### config.mk
export PLATFORM = sky130hd
export DESIGN_NAME = uart_io_top
export DESIGN_NICKNAME = d
export VERILOG_FILES = /design/src/rtl/uart_io_top.sv
export SDC_FILE = /design/constraint.sdc
export NUM_CORES = 1
export LEC_CHECK = 0
export CAP_MARGIN = 20
export CORE_MARGIN = 4
export CORE_UTILIZATION = 60
export CTS_BUF_LIST = sky130_fd_sc_hd__clkbuf_4 sky130_fd_sc_hd__clkbuf_8
export CTS_CLUSTER_SIZE = 12
export DETAILED_ROUTE_END_ITERATION = 8
export GPL_TIMING_DRIVEN = 0
export PLACE_DENSITY = 0.91
export SLEW_MARGIN = 10
export SYNTH_ARGS = -nofsm -noshare
export SYNTH_HDL_FRONTEND = slang
export SYNTH_SLANG_ARGS = --single-unit
### constraint.sdc
create_clock -name clk -period 3.3 [get_ports clk]
set_clock_uncertainty 0.05 [all_clocks]
set_input_delay 0.66 -clock clk [delete_from_list [all_inputs] [get_ports clk]]
set_output_delay 0.66 -clock clk [all_outputs]
set_load 0.02 [all_outputs]
### src/rtl/uart_io_top.sv
// uart_io_top: board-level I/O controller driven over a UART link.
// A host sends single-byte commands:
//   'L' <b>  sets the LEDs to b[3:0].
//   'I' <b>  sets the button interrupt mask to b[3:0].
//   'S'      reads the inputs back as {buttons, switches}.
// Any other byte in the idle state is answered with NAK (0x15).
// Rising edges on armed buttons are reported as event bytes 0x80 | pending.
//
// Ports:
//   clk      system clock, rising edge
//   rst      synchronous active-high reset
//   buttom   push buttons (asynchronous, active high)
//   switch   slide switches (asynchronous)
//   led      LED drive (registered)
//   uart_rx  UART receive line (asynchronous, idle high)
//   uart_tx  UART transmit line (registered, idle high)
module uart_io_top #(
  parameter int CLKS_PER_BIT = 868
) (
  input  logic       clk,
  input  logic       rst,
  input  logic [3:0] buttom,
  input  logic [3:0] switch,
  output logic [3:0] led,
  input  logic       uart_rx,
  output logic       uart_tx
);

  localparam int CNT_W = $clog2(CLKS_PER_BIT);
  localparam logic [CNT_W-1:0] CNT_ZERO  = CNT_W'(1'b0);
  localparam logic [CNT_W-1:0] CNT_ONE   = CNT_W'(1'b1);
  localparam logic [CNT_W-1:0] BIT_LAST  = CNT_W'(CLKS_PER_BIT - 1);
  localparam logic [CNT_W-1:0] HALF_LAST = CNT_W'(CLKS_PER_BIT / 2 - 1);

  typedef enum logic [1:0] {RX_IDLE = 2'd0, RX_START = 2'd1, RX_DATA = 2'd2, RX_STOP = 2'd3} rx_state_t;
  typedef enum logic [1:0] {TX_IDLE = 2'd0, TX_START = 2'd1, TX_DATA = 2'd2, TX_STOP = 2'd3} tx_state_t;
  typedef enum logic [1:0] {DEC_IDLE = 2'd0, DEC_WAIT_LED = 2'd1, DEC_WAIT_MASK = 2'd2} dec_state_t;

  // synchronisers
  logic [3:0] btn_meta_r, btn_sync_r, btn_prev_r;
  logic [3:0] sw_meta_r, sw_sync_r;
  logic       rx_meta_r, rx_sync_r, rx_prev_r;

  // receiver
  rx_state_t        rx_state_r, rx_state_s;
  logic [CNT_W-1:0] rx_cnt_r, rx_cnt_s;
  logic [2:0]       rx_idx_r, rx_idx_s;
  logic [7:0]       rx_shift_r, rx_shift_s;
  logic             rx_valid_s;

  // decoder
  dec_state_t dec_state_r, dec_state_s;
  logic [3:0] led_r, led_s;
  logic [3:0] irq_mask_r, irq_mask_s;
  logic       reply_gen_s;
  logic [7:0] reply_byte_s;

  // reply slot, interrupts, arbitration
  logic       reply_full_r;
  logic [7:0] reply_data_r;
  logic [3:0] pending_r, pending_s, rise_s;
  logic       tx_ready_s, take_reply_s, take_event_s, tx_load_s;
  logic [7:0] tx_load_byte_s;

  // transmitter
  tx_state_t        tx_state_r, tx_state_s;
  logic [CNT_W-1:0] tx_cnt_r, tx_cnt_s;
  logic [2:0]       tx_idx_r, tx_idx_s;
  logic [7:0]       tx_shift_r, tx_shift_s;
  logic             tx_r, tx_s;

  assign led     = led_r;
  assign uart_tx = tx_r;

  // Two-flop synchronisers plus one history stage for edge detection
  always_ff @(posedge clk) begin
    if (rst) begin
      btn_meta_r <= 4'h0;
      btn_sync_r <= 4'h0;
      btn_prev_r <= 4'h0;
      sw_meta_r  <= 4'h0;
      sw_sync_r  <= 4'h0;
      rx_meta_r  <= 1'b1;
      rx_sync_r  <= 1'b1;
      rx_prev_r  <= 1'b1;
    end else begin
      btn_meta_r <= buttom;
      btn_sync_r <= btn_meta_r;
      btn_prev_r <= btn_sync_r;
      sw_meta_r  <= switch;
      sw_sync_r  <= sw_meta_r;
      rx_meta_r  <= uart_rx;
      rx_sync_r  <= rx_meta_r;
      rx_prev_r  <= rx_sync_r;
    end
  end

  // Receiver next-state: start check at mid-bit, then one sample per bit period
  always_comb begin
    rx_state_s = rx_state_r;
    rx_cnt_s   = rx_cnt_r;
    rx_idx_s   = rx_idx_r;
    rx_shift_s = rx_shift_r;
    rx_valid_s = 1'b0;
    case (rx_state_r)
      RX_IDLE: begin
        rx_cnt_s = CNT_ZERO;
        if (rx_prev_r && !rx_sync_r) begin
          rx_state_s = RX_START;
        end else begin
          rx_state_s = RX_IDLE;
        end
      end
      RX_START: begin
        if (rx_cnt_r == HALF_LAST) begin
          rx_cnt_s = CNT_ZERO;
          rx_idx_s = 3'd0;
          // a line that is high again at mid-start was only a glitch
          if (rx_sync_r) begin
            rx_state_s = RX_IDLE;
          end else begin
            rx_state_s = RX_DATA;
          end
        end else begin
          rx_cnt_s = rx_cnt_r + CNT_ONE;
        end
      end
      RX_DATA: begin
        if (rx_cnt_r == BIT_LAST) begin
          rx_cnt_s   = CNT_ZERO;
          rx_shift_s = {rx_sync_r, rx_shift_r[7:1]};
          if (rx_idx_r == 3'd7) begin
            rx_state_s = RX_STOP;
          end else begin
            rx_idx_s = rx_idx_r + 3'd1;
          end
        end else begin
          rx_cnt_s = rx_cnt_r + CNT_ONE;
        end
      end
      RX_STOP: begin
        if (rx_cnt_r == BIT_LAST) begin
          rx_cnt_s   = CNT_ZERO;
          rx_valid_s = rx_sync_r;   // a low stop bit discards the byte
          rx_state_s = RX_IDLE;
        end else begin
          rx_cnt_s = rx_cnt_r + CNT_ONE;
        end
      end
      default: begin
        rx_state_s = RX_IDLE;
        rx_cnt_s   = CNT_ZERO;
      end
    endcase
  end

  // Command decoder: state transitions, LED/mask updates and reply generation
  always_comb begin
    dec_state_s  = dec_state_r;
    led_s        = led_r;
    irq_mask_s   = irq_mask_r;
    reply_gen_s  = 1'b0;
    reply_byte_s = 8'h00;
    case (dec_state_r)
      DEC_IDLE: begin
        if (rx_valid_s) begin
          case (rx_shift_r)
            8'h4C: dec_state_s = DEC_WAIT_LED;
            8'h49: dec_state_s = DEC_WAIT_MASK;
            8'h53: begin
              reply_gen_s  = 1'b1;
              reply_byte_s = {btn_sync_r, sw_sync_r};
            end
            default: begin
              reply_gen_s  = 1'b1;
              reply_byte_s = 8'h15;
            end
          endcase
        end else begin
          dec_state_s = DEC_IDLE;
        end
      end
      DEC_WAIT_LED: begin
        if (rx_valid_s) begin
          led_s        = rx_shift_r[3:0];
          reply_gen_s  = 1'b1;
          reply_byte_s = 8'h4B;
          dec_state_s  = DEC_IDLE;
        end else begin
          dec_state_s = DEC_WAIT_LED;
        end
      end
      DEC_WAIT_MASK: begin
        if (rx_valid_s) begin
          irq_mask_s   = rx_shift_r[3:0];
          reply_gen_s  = 1'b1;
          reply_byte_s = 8'h4B;
          dec_state_s  = DEC_IDLE;
        end else begin
          dec_state_s = DEC_WAIT_MASK;
        end
      end
      default: dec_state_s = DEC_IDLE;
    endcase
  end

  // TX arbitration and pending update; the stop bit's last cycle also counts
  // as idle so that frames can run back to back
  always_comb begin
    tx_ready_s     = (tx_state_r == TX_IDLE) || ((tx_state_r == TX_STOP) && (tx_cnt_r == BIT_LAST));
    take_reply_s   = tx_ready_s && reply_full_r;
    take_event_s   = tx_ready_s && !reply_full_r && (pending_r != 4'h0);
    tx_load_s      = take_reply_s || take_event_s;
    if (take_reply_s) begin
      tx_load_byte_s = reply_data_r;
    end else begin
      tx_load_byte_s = {4'h8, pending_r};
    end
    rise_s = btn_sync_r & ~btn_prev_r & irq_mask_r;
    // new edges are OR-ed in after the clear so they are never lost
    if (take_event_s) begin
      pending_s = rise_s;
    end else begin
      pending_s = pending_r | rise_s;
    end
  end

  // Transmitter next-state: each bit held for one full bit period
  always_comb begin
    tx_state_s = tx_state_r;
    tx_cnt_s   = tx_cnt_r;
    tx_idx_s   = tx_idx_r;
    tx_shift_s = tx_shift_r;
    tx_s       = tx_r;
    case (tx_state_r)
      TX_IDLE: begin
        tx_cnt_s = CNT_ZERO;
        if (tx_load_s) begin
          tx_state_s = TX_START;
          tx_shift_s = tx_load_byte_s;
          tx_s       = 1'b0;
        end else begin
          tx_state_s = TX_IDLE;
          tx_s       = 1'b1;
        end
      end
      TX_START: begin
        if (tx_cnt_r == BIT_LAST) begin
          tx_cnt_s   = CNT_ZERO;
          tx_idx_s   = 3'd0;
          tx_s       = tx_shift_r[0];
          tx_state_s = TX_DATA;
        end else begin
          tx_cnt_s = tx_cnt_r + CNT_ONE;
        end
      end
      TX_DATA: begin
        if (tx_cnt_r == BIT_LAST) begin
          tx_cnt_s = CNT_ZERO;
          if (tx_idx_r == 3'd7) begin
            tx_state_s = TX_STOP;
            tx_s       = 1'b1;
          end else begin
            tx_idx_s   = tx_idx_r + 3'd1;
            tx_shift_s = {1'b1, tx_shift_r[7:1]};
            tx_s       = tx_shift_r[1];
          end
        end else begin
          tx_cnt_s = tx_cnt_r + CNT_ONE;
        end
      end
      TX_STOP: begin
        if (tx_cnt_r == BIT_LAST) begin
          tx_cnt_s = CNT_ZERO;
          if (tx_load_s) begin
            tx_state_s = TX_START;
            tx_shift_s = tx_load_byte_s;
            tx_s       = 1'b0;
          end else begin
            tx_state_s = TX_IDLE;
            tx_s       = 1'b1;
          end
        end else begin
          tx_cnt_s = tx_cnt_r + CNT_ONE;
        end
      end
      default: begin
        tx_state_s = TX_IDLE;
        tx_cnt_s   = CNT_ZERO;
        tx_s       = 1'b1;
      end
    endcase
  end

  // State and datapath registers for RX, decoder, TX and interrupt logic
  always_ff @(posedge clk) begin
    if (rst) begin
      rx_state_r  <= RX_IDLE;
      rx_cnt_r    <= CNT_ZERO;
      rx_idx_r    <= 3'd0;
      rx_shift_r  <= 8'h00;
      dec_state_r <= DEC_IDLE;
      led_r       <= 4'h0;
      irq_mask_r  <= 4'h0;
      pending_r   <= 4'h0;
      tx_state_r  <= TX_IDLE;
      tx_cnt_r    <= CNT_ZERO;
      tx_idx_r    <= 3'd0;
      tx_shift_r  <= 8'h00;
      tx_r        <= 1'b1;
    end else begin
      rx_state_r  <= rx_state_s;
      rx_cnt_r    <= rx_cnt_s;
      rx_idx_r    <= rx_idx_s;
      rx_shift_r  <= rx_shift_s;
      dec_state_r <= dec_state_s;
      led_r       <= led_s;
      irq_mask_r  <= irq_mask_s;
      pending_r   <= pending_s;
      tx_state_r  <= tx_state_s;
      tx_cnt_r    <= tx_cnt_s;
      tx_idx_r    <= tx_idx_s;
      tx_shift_r  <= tx_shift_s;
      tx_r        <= tx_s;
    end
  end

  // One-byte reply slot; a reply arriving while it is full is dropped
  always_ff @(posedge clk) begin
    if (rst) begin
      reply_full_r <= 1'b0;
      reply_data_r <= 8'h00;
    end else if (take_reply_s) begin
      reply_full_r <= 1'b0;
    end else if (reply_gen_s && !reply_full_r) begin
      reply_full_r <= 1'b1;
      reply_data_r <= reply_byte_s;
    end else begin
      reply_full_r <= reply_full_r;
    end
  end

endmodule

# After elaboration in Yosys (flattened, before gate mapping)
# Cells that the tools add are included.
[op_classes] eq_ne=27 n_shift=0 multipliers=0 addsub=4 reduce_logical=32 div=0 n_lt_le_gt_ge=0 n_mux=54 bitwise=5
[ops] operator="$mux 8" n=6
[ops] operator="$pmux 8 s2" n=2
[ops] operator="$mux 10" n=3
[ops] operator="$pmux 10 s3" n=1
[ops] operator="$eq 8x7->1 const B" n=3
[ops] operator="$pmux 8 s3" n=1
[ops] operator="$mux 2" n=11
[ops] operator="$add 10x1->10 const B" n=2
[ops] operator="$eq 10x10->1 const B" n=2
[ops] operator="$pmux 10 s2" n=1
[ops] operator="$reduce_and 4->1" n=5
[ops] operator="$mux 3" n=6
[ops] operator="$ne 2x2->1 const B" n=9
[ops] operator="$pmux 2 s4" n=2
[ops] operator="$mux 1" n=13
[ops] operator="$pmux 3 s2" n=2
[ops] operator="$eq 10x9->1 const B" n=1
[ops] operator="$eq 2x2->1 const B" n=5
[ops] operator="$and 4x4->4" n=2
[ops] operator="$reduce_and 2->1" n=4
[ops] operator="$reduce_or 2->1" n=4
[ops] operator="$mux 7" n=1
[ops] operator="$add 3x1->3 const B" n=2
[ops] operator="$eq 2x1->1 const B" n=3
[ops] operator="other kinds (20)" n=31
[totals] ff_bits=93 mem_count=0 mem_bits_ro=0 ramBits=0 out_inout_bits=5 latch_bits=0 wordCells=145

# Logic depth before layout (Yosys ltp)
# Gate-level depths: netlist of run 1.
[depth] ltp_word=9 depth_mapped=8

# Least setup slack after synthesis of run 1
# No wires, ideal clock.
[synth_timing] path_type="register -> register" start="register rx_cnt_r[0]" end="register reply_data_r[1]" setup_ps=132 slack_ps=982 synth_period_minus_slack_ps=2318 path_stages_with_launch=8 arrival_time_ps=2136 path_buffers=1 required_ps=3118 cell_sequence="dfxtp_1 ha_1 nand4bb_4 or4_1 buf_2 or4_4 a21oi_2 nor3_1"
[synth_via] elab_chain_len=7
[synth_rtl] item="start, declared" line_no="46" text="logic [CNT_W-1:0] rx_cnt_r, rx_cnt_s;"
[synth_rtl] item="start signal, assigned" line_no="313" text="rx_cnt_r <= rx_cnt_s;"
[synth_rtl] item="$eq 10x10->1 (*)" line_no="142" text="if (rx_cnt_r == BIT_LAST) begin"
[synth_rtl] item="$mux 1 (*)" line_no="142"
[synth_rtl] item="$mux 1 (*)" line_no="105" text="case (rx_state_r)"
[synth_rtl] item="$mux 1, on equally long branches" line_no="184, 194, 166"
[synth_rtl] item="$pmux 1 s2" line_no="164" text="case (dec_state_r)"
[synth_rtl] item="$logic_and 1x1->1" line_no="335" text="end else if (reply_gen_s && !reply_full_r) begin"
[synth_rtl] item="$reduce_and 2->1 (no line)"
[synth_rtl] item="end signal, assigned" line_no="337" text="reply_data_r <= reply_byte_s;"
[synth_rtl] item="end, declared" line_no="60" text="logic [7:0] reply_data_r;"
# Every way passes the cells marked *; elsewhere a longest branch is shown, timed or not.
# A chain may end at the register's enable or synchronous reset.

# Final worst setup path of run 1
# Same ends and word-level chain as after synthesis.

==> results of run 1 <==
==> cells by family (layout without fill, tap and decap cells) <==
family                     Yosys count  count (layout)  synth area share
xor gates and xnor gates            17              17           0.03615
DFF                                 93              93            0.4520
AOI/OAI and AO/OA                   79              79            0.1352
adders and majority gates           17              17           0.05164
and+or+nand+nor                    204             204            0.2579
buffers and inverters               33              63           0.03068
muxes                               15              15           0.03645
==> state kept, by name, summed over array words and instances (netlist names), 8 cells and up, named ones only <==
name          flops
reply_data_r      8
rx_cnt_r         10
rx_shift_r        8
tx_cnt_r         10
tx_shift_r        8
==> final cells by class <==
cell class / instances / area [um^2] / area share
flip-flops and latches: 93 / 1862 / 0.4099
repair buffers: 14 / 140.1 / 0.03085
multi-input cells: 332 / 2131 / 0.4691
clock inverters: 5 / 41.29 / 0.009091
clock buffers: 11 / 145.1 / 0.03196
plain buffers: 20 / 77.57 / 0.01708
well taps: 77 / 96.34 / 0.02121
inverters: 13 / 48.80 / 0.01074
==> synth_stat cells (8+ instances only) <==
| cell type | count | share of area |
|---|---|---|
| sky130_fd_sc_hd__nor2_1 | 64 | 0.058 |
| sky130_fd_sc_hd__nand3_1 | 18 | 0.022 |
| sky130_fd_sc_hd__ha_1 | 17 | 0.052 |
| sky130_fd_sc_hd__nand2_1 | 30 | 0.027 |
| sky130_fd_sc_hd__nand2b_1 | 11 | 0.017 |
| sky130_fd_sc_hd__xor2_1 | 9 | 0.019 |
| sky130_fd_sc_hd__inv_1 | 13 | 0.012 |
| sky130_fd_sc_hd__mux2i_1 | 15 | 0.036 |
| sky130_fd_sc_hd__xnor2_1 | 8 | 0.017 |
| sky130_fd_sc_hd__dfxtp_1 | 93 | 0.45 |
| sky130_fd_sc_hd__a21oi_1 | 28 | 0.034 |
| sky130_fd_sc_hd__nor2b_1 | 25 | 0.038 |
| sky130_fd_sc_hd__a211oi_1 | 9 | 0.016 |
| sky130_fd_sc_hd__nor3_1 | 12 | 0.015 |
| sky130_fd_sc_hd__clkbuf_1 | 18 | 0.016 |
==> layer usage <==
layer  global-route usage  share of wire  vias to the layer above
met1               0.2627           0.42                     1586
met4               0.1118          0.020                        0
met5                    0              0                        -
met2               0.3644           0.49                      127
met3              0.05500          0.067                       24
li1                     -              -                     1649
==> power groups by stage <==
stage	clock [mW]	sequential, mW	combinational [mW]
5_1_grt	0.778	1.15	0.0804
3_3_place_gp	0	1.17	0.0699
3_5_place_dp	0	1.17	0.0727
6_report	0.718	1.14	0.0738
4_1_cts	0.731	1.14	0.0731
2_1_floorplan	0	1.17	0.0450
==> final timing paths <==
kind | start | end | slack, ns | cells after the start
max | rx_cnt_r[0]$_SDFF_PP0_ | reply_data_r[1]$_SDFFE_PP0P_ | 0.73 | 7
min | rx_meta_r$_SDFF_PP1_ | rx_sync_r$_SDFF_PP1_ | 0.39 | 1
max reg2reg | rx_cnt_r[0]$_SDFF_PP0_ | reply_data_r[1]$_SDFFE_PP0P_ | 0.73 | 7
min reg2reg | rx_meta_r$_SDFF_PP1_ | rx_sync_r$_SDFF_PP1_ | 0.39 | 1
==> worst register-to-register path, delay by kind of cell, from the launching register on <==
kind,cells,cell delay (ns)
adders and majority gates,1,0.33
buffers and inverters,1,0.18
and+or+nand+nor,4,1.33
AOI/OAI and AO/OA,1,0.14
DFF,1,0.41
==> flow_summary.html, run 1 <==
<table>
<tr><th>Metric</th><th>Value</th></tr>
<tr><th colspan="2">Run status</th></tr>
<tr><td>Status</td><td>finished, final reports clean</td></tr>
<tr><th colspan="2">Setup path</th></tr>
<tr><td>CP cell instances</td><td>ha_1 -&gt; nand4bb_4 -&gt; or4_1 -&gt; buf_2 -&gt; or4_4 -&gt; a21oi_2 -&gt; nor3_1</td></tr>
<tr><td>CP max-delay cell</td><td>sky130_fd_sc_hd__or4_4</td></tr>
<tr><td>Critical-path maximum fanout</td><td>7</td></tr>
<tr><td>Data required, critical path</td><td>3.48 ns</td></tr>
<tr><td>Kind of critical path</td><td>reg -&gt; reg</td></tr>
<tr><td>Worst path top cell family by delay</td><td>simple AND/OR/NAND/NOR gates</td></tr>
<tr><td>Worst Setup End Kind</td><td>flop</td></tr>
<tr><td>Number of buffer and inverter instances along the worst setup path</td><td>1</td></tr>
<tr><td>Arrival time at the worst endpoint</td><td>2.74 ns</td></tr>
<tr><td>Critical Path Max Stage Delay</td><td>0.57 ns</td></tr>
<tr><td>Type of element launching the critical path</td><td>flop</td></tr>
<tr><th colspan="2">Detailed routing</th></tr>
<tr><td>Mean number of vias per cell</td><td>5.993</td></tr>
<tr><td>Drt first pass iters</td><td>5</td></tr>
<tr><td>Total number of vias</td><td>3386</td></tr>
<tr><td>Final ANT Viol Nets</td><td>0</td></tr>
<tr><td>DRC marker count from the first detailed-route iteration</td><td>380</td></tr>
<tr><td>Average wire per cell in the routed design</td><td>15.33 um</td></tr>
<tr><td>Total Wirelength</td><td>8664 um</td></tr>
<tr><td>DRC violation count after routing</td><td>0</td></tr>
<tr><th colspan="2">Floorplanning</th></tr>
<tr><td>Area of the die</td><td>0.008255 mm^2</td></tr>
<tr><td>Initial cell density of the core</td><td>0.6342</td></tr>
<tr><td>Standard cell core area</td><td>0.006495 mm^2</td></tr>
<tr><td>Floorplan row count</td><td>29</td></tr>
<tr><td>Vertical extent of the die</td><td>90.86 um</td></tr>
<tr><td>Number of placed I/O pins</td><td>16</td></tr>
<tr><td>Die width</td><td>90.86 um</td></tr>
<tr><th colspan="2">Logic synthesis</th></tr>
<tr><td>Area of the mapped netlist</td><td>0.004119 mm^2</td></tr>
<tr><td>Total nets after synthesis</td><td>486</td></tr>
<tr><td>FFs w/ async S/R, synth</td><td>0</td></tr>
<tr><td>Synthesis Warnings</td><td>0</td></tr>
<tr><td>Total of flip-flops plus latches after synthesis</td><td>93</td></tr>
<tr><td>Gate Count Post-Synth</td><td>458</td></tr>
<tr><td>Number of synthesized flops with an enable pin</td><td>0</td></tr>
<tr><td>Avg Inst Size Synth</td><td>8.993 um^2</td></tr>
<tr><td>Count of different cell masters after synthesis</td><td>57</td></tr>
<tr><td>Fraction of the yosys area taken by sequential cells</td><td>0.4520</td></tr>
<tr><td>Dominant synthesized flop cell</td><td>sky130_fd_sc_hd__dfxtp_1</td></tr>
<tr><th colspan="2">Global route</th></tr>
<tr><td>Via count of the first global-routing pass</td><td>3340</td></tr>
<tr><td>Antenna violations before repair</td><td>0</td></tr>
<tr><td>Largest net degree at the start of global routing</td><td>17</td></tr>
<tr><td>First-pass GRT wire length</td><td>14870 um</td></tr>
<tr><td>GR Overflow Total</td><td>0</td></tr>
<tr><td>Gr usage total</td><td>0.2196</td></tr>
<tr><th colspan="2">Placement</th></tr>
<tr><td>Final weighted congestion in routability-driven placement</td><td>0.8710</td></tr>
<tr><td>Placed cell count</td><td>549</td></tr>
<tr><td>I/O Buffers</td><td>14</td></tr>
<tr><td>Setup slack after placement</td><td>0.7475 ns</td></tr>
<tr><td>Detail Placement HPWL</td><td>6245 um</td></tr>
<tr><td>Post-place instance area</td><td>0.004355 mm^2</td></tr>
<tr><th colspan="2">Clock tree</th></tr>
<tr><td>Worst-case clock buffer depth</td><td>2</td></tr>
<tr><td>Insertion delay of the later-clocked pin in the worst-skew pair</td><td>0.36 ns</td></tr>
<tr><td># clock sinks</td><td>93</td></tr>
<tr><td>H-Tree Depth</td><td>3</td></tr>
<tr><td>TritonCTS clock tree</td><td>done</td></tr>
<tr><td>CTS root buffer</td><td>sky130_fd_sc_hd__clkbuf_8</td></tr>
<tr><td>CTS clk-pin slew, worst paths</td><td>0.09 ns</td></tr>
<tr><td>Post-CTS Hold Fix Bufs</td><td>0</td></tr>
<tr><td>Num CTS Buffers</td><td>9</td></tr>
<tr><td># Post-CTS Setup Buffers</td><td>0</td></tr>
<tr><td>Post-cts repair resize count</td><td>0</td></tr>
<tr><th colspan="2">Flow run</th></tr>
<tr><td>Max-cap check violation count</td><td>0</td></tr>
<tr><th colspan="2">STA</th></tr>
<tr><td>Worst slew margin</td><td>0.5571</td></tr>
<tr><td>Setup repair after global routing missed its margin</td><td>false</td></tr>
<tr><td>Setup TNS</td><td>0 ns</td></tr>
<tr><td>Number of hold violations in the final report</td><td>0</td></tr>
<tr><td>Max Fclk</td><td>389.7 MHz</td></tr>
<tr><td>Crit path time final</td><td>2.566 ns</td></tr>
<tr><td>Hold slack</td><td>0.3894 ns</td></tr>
<tr><td>Period utilisation layout</td><td>0.7776</td></tr>
<tr><td>Minimum setup slack in the final design</td><td>0.7340 ns</td></tr>
<tr><td>Number of pins exceeding their max-slew limit in the final report</td><td>0</td></tr>
<tr><td>Slew at the pin closest to its max-slew limit</td><td>0.6583 ns</td></tr>
<tr><td>Final-report setup violation count</td><td>0</td></tr>
<tr><th colspan="2">Cells and area</th></tr>
<tr><td>Commonest cells after routing, fill and taps aside</td><td>93 x sky130_fd_sc_hd__dfxtp_1, 64 x sky130_fd_sc_hd__nor2_1, 30 x sky130_fd_sc_hd__nand2_1</td></tr>
<tr><td>Fill count</td><td>497</td></tr>
<tr><td>Non-filler instance count after layout</td><td>565</td></tr>
<tr><td>Most common library cell in the layout ignoring fill and taps</td><td>sky130_fd_sc_hd__dfxtp_1</td></tr>
<tr><td>Number of antenna cells inserted</td><td>0</td></tr>
<tr><td>Synth-to-Final Area Change</td><td>10.27%</td></tr>
<tr><td>Layout Utilization</td><td>0.6993</td></tr>
<tr><td>Number of nets in the layout</td><td>511</td></tr>
<tr><td>Fraction of final layout cells sized beyond drive strength 1</td><td>0.07172</td></tr>
<tr><td>Final Cell Area</td><td>0.004542 mm^2</td></tr>
<tr><th colspan="2">Power</th></tr>
<tr><td>Power density normalized to cell area</td><td>426.2 mW/mm^2</td></tr>
<tr><td>Clock power frac</td><td>0.371</td></tr>
<tr><td>Sw Pwr</td><td>0.4562 mW</td></tr>
<tr><td>Worst IR drop on VDD</td><td>0.0004278 V</td></tr>
<tr><td>Combinational fraction of design power</td><td>0.038</td></tr>
<tr><td>Internal Pwr Total</td><td>1.480 mW</td></tr>
<tr><td>Total leakage power</td><td>1.650 nW</td></tr>
<tr><td>Overall power consumption</td><td>1.936 mW</td></tr>
<tr><td>Switching share of power</td><td>0.2357</td></tr>
<tr><td>Part of the power in registers</td><td>0.591</td></tr>
<tr><th colspan="2">Worst hold path</th></tr>
<tr><td>Class of the most critical hold timing path</td><td>reg -&gt; reg</td></tr>
</table>
Note: power is estimated with default switching activity, not from simulation.
==> inputs of run 2 (changes only) <==
--- a/config.mk
+++ b/config.mk
@@ -7,12 +7,12 @@
 export LEC_CHECK = 0
 export CAP_MARGIN = 20
 export CORE_MARGIN = 4
-export CORE_UTILIZATION = 60
+export CORE_UTILIZATION = 57
 export CTS_BUF_LIST = sky130_fd_sc_hd__clkbuf_4 sky130_fd_sc_hd__clkbuf_8
 export CTS_CLUSTER_SIZE = 12
 export DETAILED_ROUTE_END_ITERATION = 8
 export GPL_TIMING_DRIVEN = 0
-export PLACE_DENSITY = 0.91
+export PLACE_DENSITY = 0.9
 export SLEW_MARGIN = 10
 export SYNTH_ARGS = -nofsm -noshare
 export SYNTH_HDL_FRONTEND = slang
==> constraint.sdc (replaced) <==
create_clock -name clk -period 2.2 [get_ports clk]
set_clock_uncertainty 0.05 [all_clocks]
set_input_delay 0.44 -clock clk [delete_from_list [all_inputs] [get_ports clk]]
set_output_delay 0.44 -clock clk [all_outputs]
set_load 0.02 [all_outputs]
==> run 2 against run 1 <==
Register-to-register slack got worse by 0.66 ns. Final area up 5.4%. First-iteration DRC count shrank 37%. Via count increased by 1.4%. Largest cell class unchanged.
==> flow_summary.html, run 2 (synthesized netlist as in run 1, its figures left out) <==
<table>
<tr><th>Metric</th><th>Value</th></tr>
<tr><th colspan="2">Floorplanning</th></tr>
<tr><td>Floorplan row count</td><td>30 (+3.4%)</td></tr>
<tr><td>Die width</td><td>93.01 um (+2.4%)</td></tr>
<tr><td>Standard cell core area</td><td>0.006907 mm^2 (+6.3%)</td></tr>
<tr><td>Area of the die</td><td>0.008650 mm^2 (+4.8%)</td></tr>
<tr><td>Number of placed I/O pins</td><td>16 (unchanged)</td></tr>
<tr><td>Initial cell density of the core</td><td>0.5964 (-0.03780)</td></tr>
<tr><td>Vertical extent of the die</td><td>93.01 um (+2.4%)</td></tr>
<tr><th colspan="2">STA</th></tr>
<tr><td>Hold slack</td><td>0.3649 ns (-0.02453 ns)</td></tr>
<tr><td>Max Fclk</td><td>469.4 MHz (+20%)</td></tr>
<tr><td>Worst slew margin</td><td>0.5775 (+0.02040)</td></tr>
<tr><td>Number of hold violations in the final report</td><td>0 (unchanged)</td></tr>
<tr><td>Final-report setup violation count</td><td>0 (unchanged)</td></tr>
<tr><td>Period utilisation layout</td><td>0.9684 (+0.1909)</td></tr>
<tr><td>Slew at the pin closest to its max-slew limit</td><td>0.6338 ns (-0.02453 ns)</td></tr>
<tr><td>Crit path time final</td><td>2.131 ns (-0.4354 ns)</td></tr>
<tr><td>Setup TNS</td><td>0 ns (unchanged)</td></tr>
<tr><td>Number of pins exceeding their max-slew limit in the final report</td><td>0 (unchanged)</td></tr>
<tr><th colspan="2">Setup path</th></tr>
<tr><td>Arrival time at the worst endpoint</td><td>2.33 ns (-0.41 ns)</td></tr>
<tr><td>Data required, critical path</td><td>2.40 ns (-1.08 ns)</td></tr>
<tr><td>Worst reg-to-reg path cell count</td><td>7 (unchanged)</td></tr>
<tr><td>Worst Setup End Kind</td><td>flop</td></tr>
<tr><td>Worst R2R End</td><td>tx_shift_r[3]$_SDFFE_PP0P_</td></tr>
<tr><td>Flop-to-flop setup slack</td><td>0.07 ns (-0.66 ns)</td></tr>
<tr><td>Critical R2R Launch</td><td>tx_cnt_r[0]$_SDFF_PP0_</td></tr>
<tr><td>Type of element launching the critical path</td><td>flop</td></tr>
<tr><td>Kind of critical path</td><td>reg -&gt; reg</td></tr>
<tr><td>Critical-path maximum fanout</td><td>4 (-3)</td></tr>
<tr><th colspan="2">Detailed routing</th></tr>
<tr><td>Total number of vias</td><td>3434 (+1.4%)</td></tr>
<tr><td>DRC marker count from the first detailed-route iteration</td><td>238 (-37%)</td></tr>
<tr><td>Final ANT Viol Nets</td><td>0 (unchanged)</td></tr>
<tr><td>Average wire per cell in the routed design</td><td>15.28 um (-0.36%)</td></tr>
<tr><td>DRC violation count after routing</td><td>0 (unchanged)</td></tr>
<tr><td>Mean number of vias per cell</td><td>5.810 (-3.0%)</td></tr>
<tr><td>Total Wirelength</td><td>9030 um (+4.2%)</td></tr>
<tr><td>Drt first pass iters</td><td>5 (unchanged)</td></tr>
<tr><th colspan="2">Cells and area</th></tr>
<tr><td>Layout Utilization</td><td>0.6933 (-0.005990)</td></tr>
<tr><td>Number of antenna cells inserted</td><td>0 (unchanged)</td></tr>
<tr><td>Most common library cell in the layout ignoring fill and taps</td><td>sky130_fd_sc_hd__dfxtp_1</td></tr>
<tr><td>Fill count</td><td>523 (+5.2%)</td></tr>
<tr><td>Synth-to-Final Area Change</td><td>16.25%</td></tr>
<tr><td>Biggest registers after layout</td><td>rx_cnt_r: 10 flops, tx_cnt_r: 10 flops</td></tr>
<tr><td>Fraction of final layout cells sized beyond drive strength 1</td><td>0.1333 (+0.06161)</td></tr>
<tr><td>Commonest cells after routing, fill and taps aside</td><td>87 x sky130_fd_sc_hd__dfxtp_1, 63 x sky130_fd_sc_hd__nor2_1, 30 x sky130_fd_sc_hd__nand2_1</td></tr>
<tr><td>Final Cell Area</td><td>0.004788 mm^2 (+5.4%)</td></tr>
<tr><td>Number of nets in the layout</td><td>518 (+1.4%)</td></tr>
<tr><th colspan="2">Clock tree</th></tr>
<tr><td>H-Tree Depth</td><td>3 (unchanged)</td></tr>
<tr><td>Num CTS Buffers</td><td>9 (unchanged)</td></tr>
<tr><td>CTS clk-pin slew, worst paths</td><td>0.08 ns (about the same)</td></tr>
<tr><td>Post-CTS Hold Fix Bufs</td><td>0 (unchanged)</td></tr>
<tr><td>Worst-case clock buffer depth</td><td>2 (unchanged)</td></tr>
<tr><td>Insertion delay of the later-clocked pin in the worst-skew pair</td><td>0.36 ns (about the same)</td></tr>
<tr><td>TritonCTS clock tree</td><td>done</td></tr>
<tr><td># clock sinks</td><td>93 (unchanged)</td></tr>
<tr><td>CTS root buffer</td><td>sky130_fd_sc_hd__clkbuf_8</td></tr>
<tr><th colspan="2">Power</th></tr>
<tr><td>Overall power consumption</td><td>3.045 mW (+57%)</td></tr>
<tr><td>Total leakage power</td><td>1.719 nW (+4.1%)</td></tr>
<tr><td>Power density normalized to cell area</td><td>636.0 mW/mm^2 (+49%)</td></tr>
<tr><td>Worst IR drop on VDD</td><td>0.0004823 V (+13%)</td></tr>
<tr><th colspan="2">Worst hold path</th></tr>
<tr><td>Class of the most critical hold timing path</td><td>reg -&gt; reg</td></tr>
<tr><td>Hold depth</td><td>1 (unchanged)</td></tr>
<tr><td>Endpoint, Worst Hold</td><td>rx_sync_r$_SDFF_PP1_</td></tr>
<tr><td>Startpoint of the worst hold path</td><td>rx_meta_r$_SDFF_PP1_</td></tr>
<tr><th colspan="2">Global route</th></tr>
<tr><td>Via count of the first global-routing pass</td><td>3251 (-2.7%)</td></tr>
<tr><td>First-pass GRT wire length</td><td>14970 um (+0.70%)</td></tr>
<tr><td>Largest net degree at the start of global routing</td><td>15 (-2)</td></tr>
<tr><td>Gr usage total</td><td>0.2158 (-0.003847)</td></tr>
<tr><td>GR Overflow Total</td><td>0 (unchanged)</td></tr>
<tr><td>Antenna violations before repair</td><td>0 (unchanged)</td></tr>
<tr><th colspan="2">Flow run</th></tr>
<tr><td>Max-cap check violation count</td><td>0 (unchanged)</td></tr>
<tr><th colspan="2">Placement</th></tr>
<tr><td>Post-place instance area</td><td>0.004394 mm^2 (+0.89%)</td></tr>
<tr><td>I/O Buffers</td><td>14 (unchanged)</td></tr>
<tr><td>Detail Placement HPWL</td><td>5850 um (-6.3%)</td></tr>
<tr><td>Final weighted congestion in routability-driven placement</td><td>0.9356 (+7.4%)</td></tr>
<tr><th colspan="2">Run status</th></tr>
<tr><td>Status</td><td>finished, final reports clean</td></tr>
</table>
[run 2: changes by cell type in the layout (fill, tap and decap cells not counted), sizes merged]
cell    change
buf        +10
inv         -3
bufinv      +1
clkbuf      -1
[run 2: worst max-delay path, stage by stage, from the launching register on]
cell                       delay, ns
sky130_fd_sc_hd__dfxtp_1        0.39
sky130_fd_sc_hd__ha_1           0.24
sky130_fd_sc_hd__nor3b_4        0.29
sky130_fd_sc_hd__nand4_1        0.22
sky130_fd_sc_hd__buf_4          0.21
sky130_fd_sc_hd__o221ai_2       0.23
sky130_fd_sc_hd__a21oi_1        0.17
sky130_fd_sc_hd__a32o_1         0.23
[run 2: cell type report]
| cell class | count | area, um^2 | share of cell area |
|---|---|---|---|
| buffer | 16 | 62.56 | 0.01307 |
| sequential | 93 | 1874 | 0.3914 |
| tap | 96 | 120.1 | 0.02508 |
| inverter | 13 | 48.80 | 0.01019 |
| clock inverter | 3 | 42.54 | 0.008884 |
| multi-input combinational | 332 | 2245 | 0.4688 |
| clock buffer | 13 | 172.7 | 0.03606 |
| timing repair buffer | 25 | 222.7 | 0.04651 |
[run 2: report_power, final]
group	internal, mW	total, mW	switching (mW)	leakage, nW
logic	0.0483	0.116	0.0677	0.852
clock network	0.630	1.21	0.584	0.109
registers	1.70	1.72	0.0133	0.757
total	2.38	3.05	0.665	1.72
[run 2: per-layer routing]
metal / routed length, um / track usage / share of wire
met1: 3908 / 0.2704 / 0.43
met2: 4393 / 0.3653 / 0.49
met3: 554 / 0.05310 / 0.061
met4: 173 / 0.06838 / 0.019
met5: 0 / 0 / 0
[run 2: worst max-delay path by stage]
stage	start	cells past startpoint	slack, ns	to
2_1_floorplan	rx_cnt_r[0]$_SDFF_PP0_	7	0.02	reply_data_r[1]$_SDFFE_PP0P_
3_3_place_gp	rx_cnt_r[0]$_SDFF_PP0_	7	-0.11	reply_data_r[6]$_SDFFE_PP0P_
3_5_place_dp	rx_cnt_r[0]$_SDFF_PP0_	7	-0.12	reply_data_r[6]$_SDFFE_PP0P_
4_1_cts	rx_cnt_r[1]$_SDFF_PP0_	7	-0.005	reply_data_r[1]$_SDFFE_PP0P_
5_1_grt	tx_cnt_r[0]$_SDFF_PP0_	7	-0.02	tx_shift_r[1]$_SDFFE_PP0P_
6_report	tx_cnt_r[0]$_SDFF_PP0_	7	0.07	tx_shift_r[3]$_SDFFE_PP0P_
[run 2: per-stage QoR]
stage / std cells / setup slack (ns)
finish: 591 / 0.06945
global route: 591 / -0.02424
CTS: 587 / -0.004895
detailed placement: 568 / -0.1214
global placement: 568 / -0.1074
floorplan: 458 / 0.02128
[run 2: repair_timing]
item,4_1_cts,5_1_grt
pin swaps,3,5
buffers inserted,4,7
gates resized for setup,11,19
setup endpoints to repair,20,29
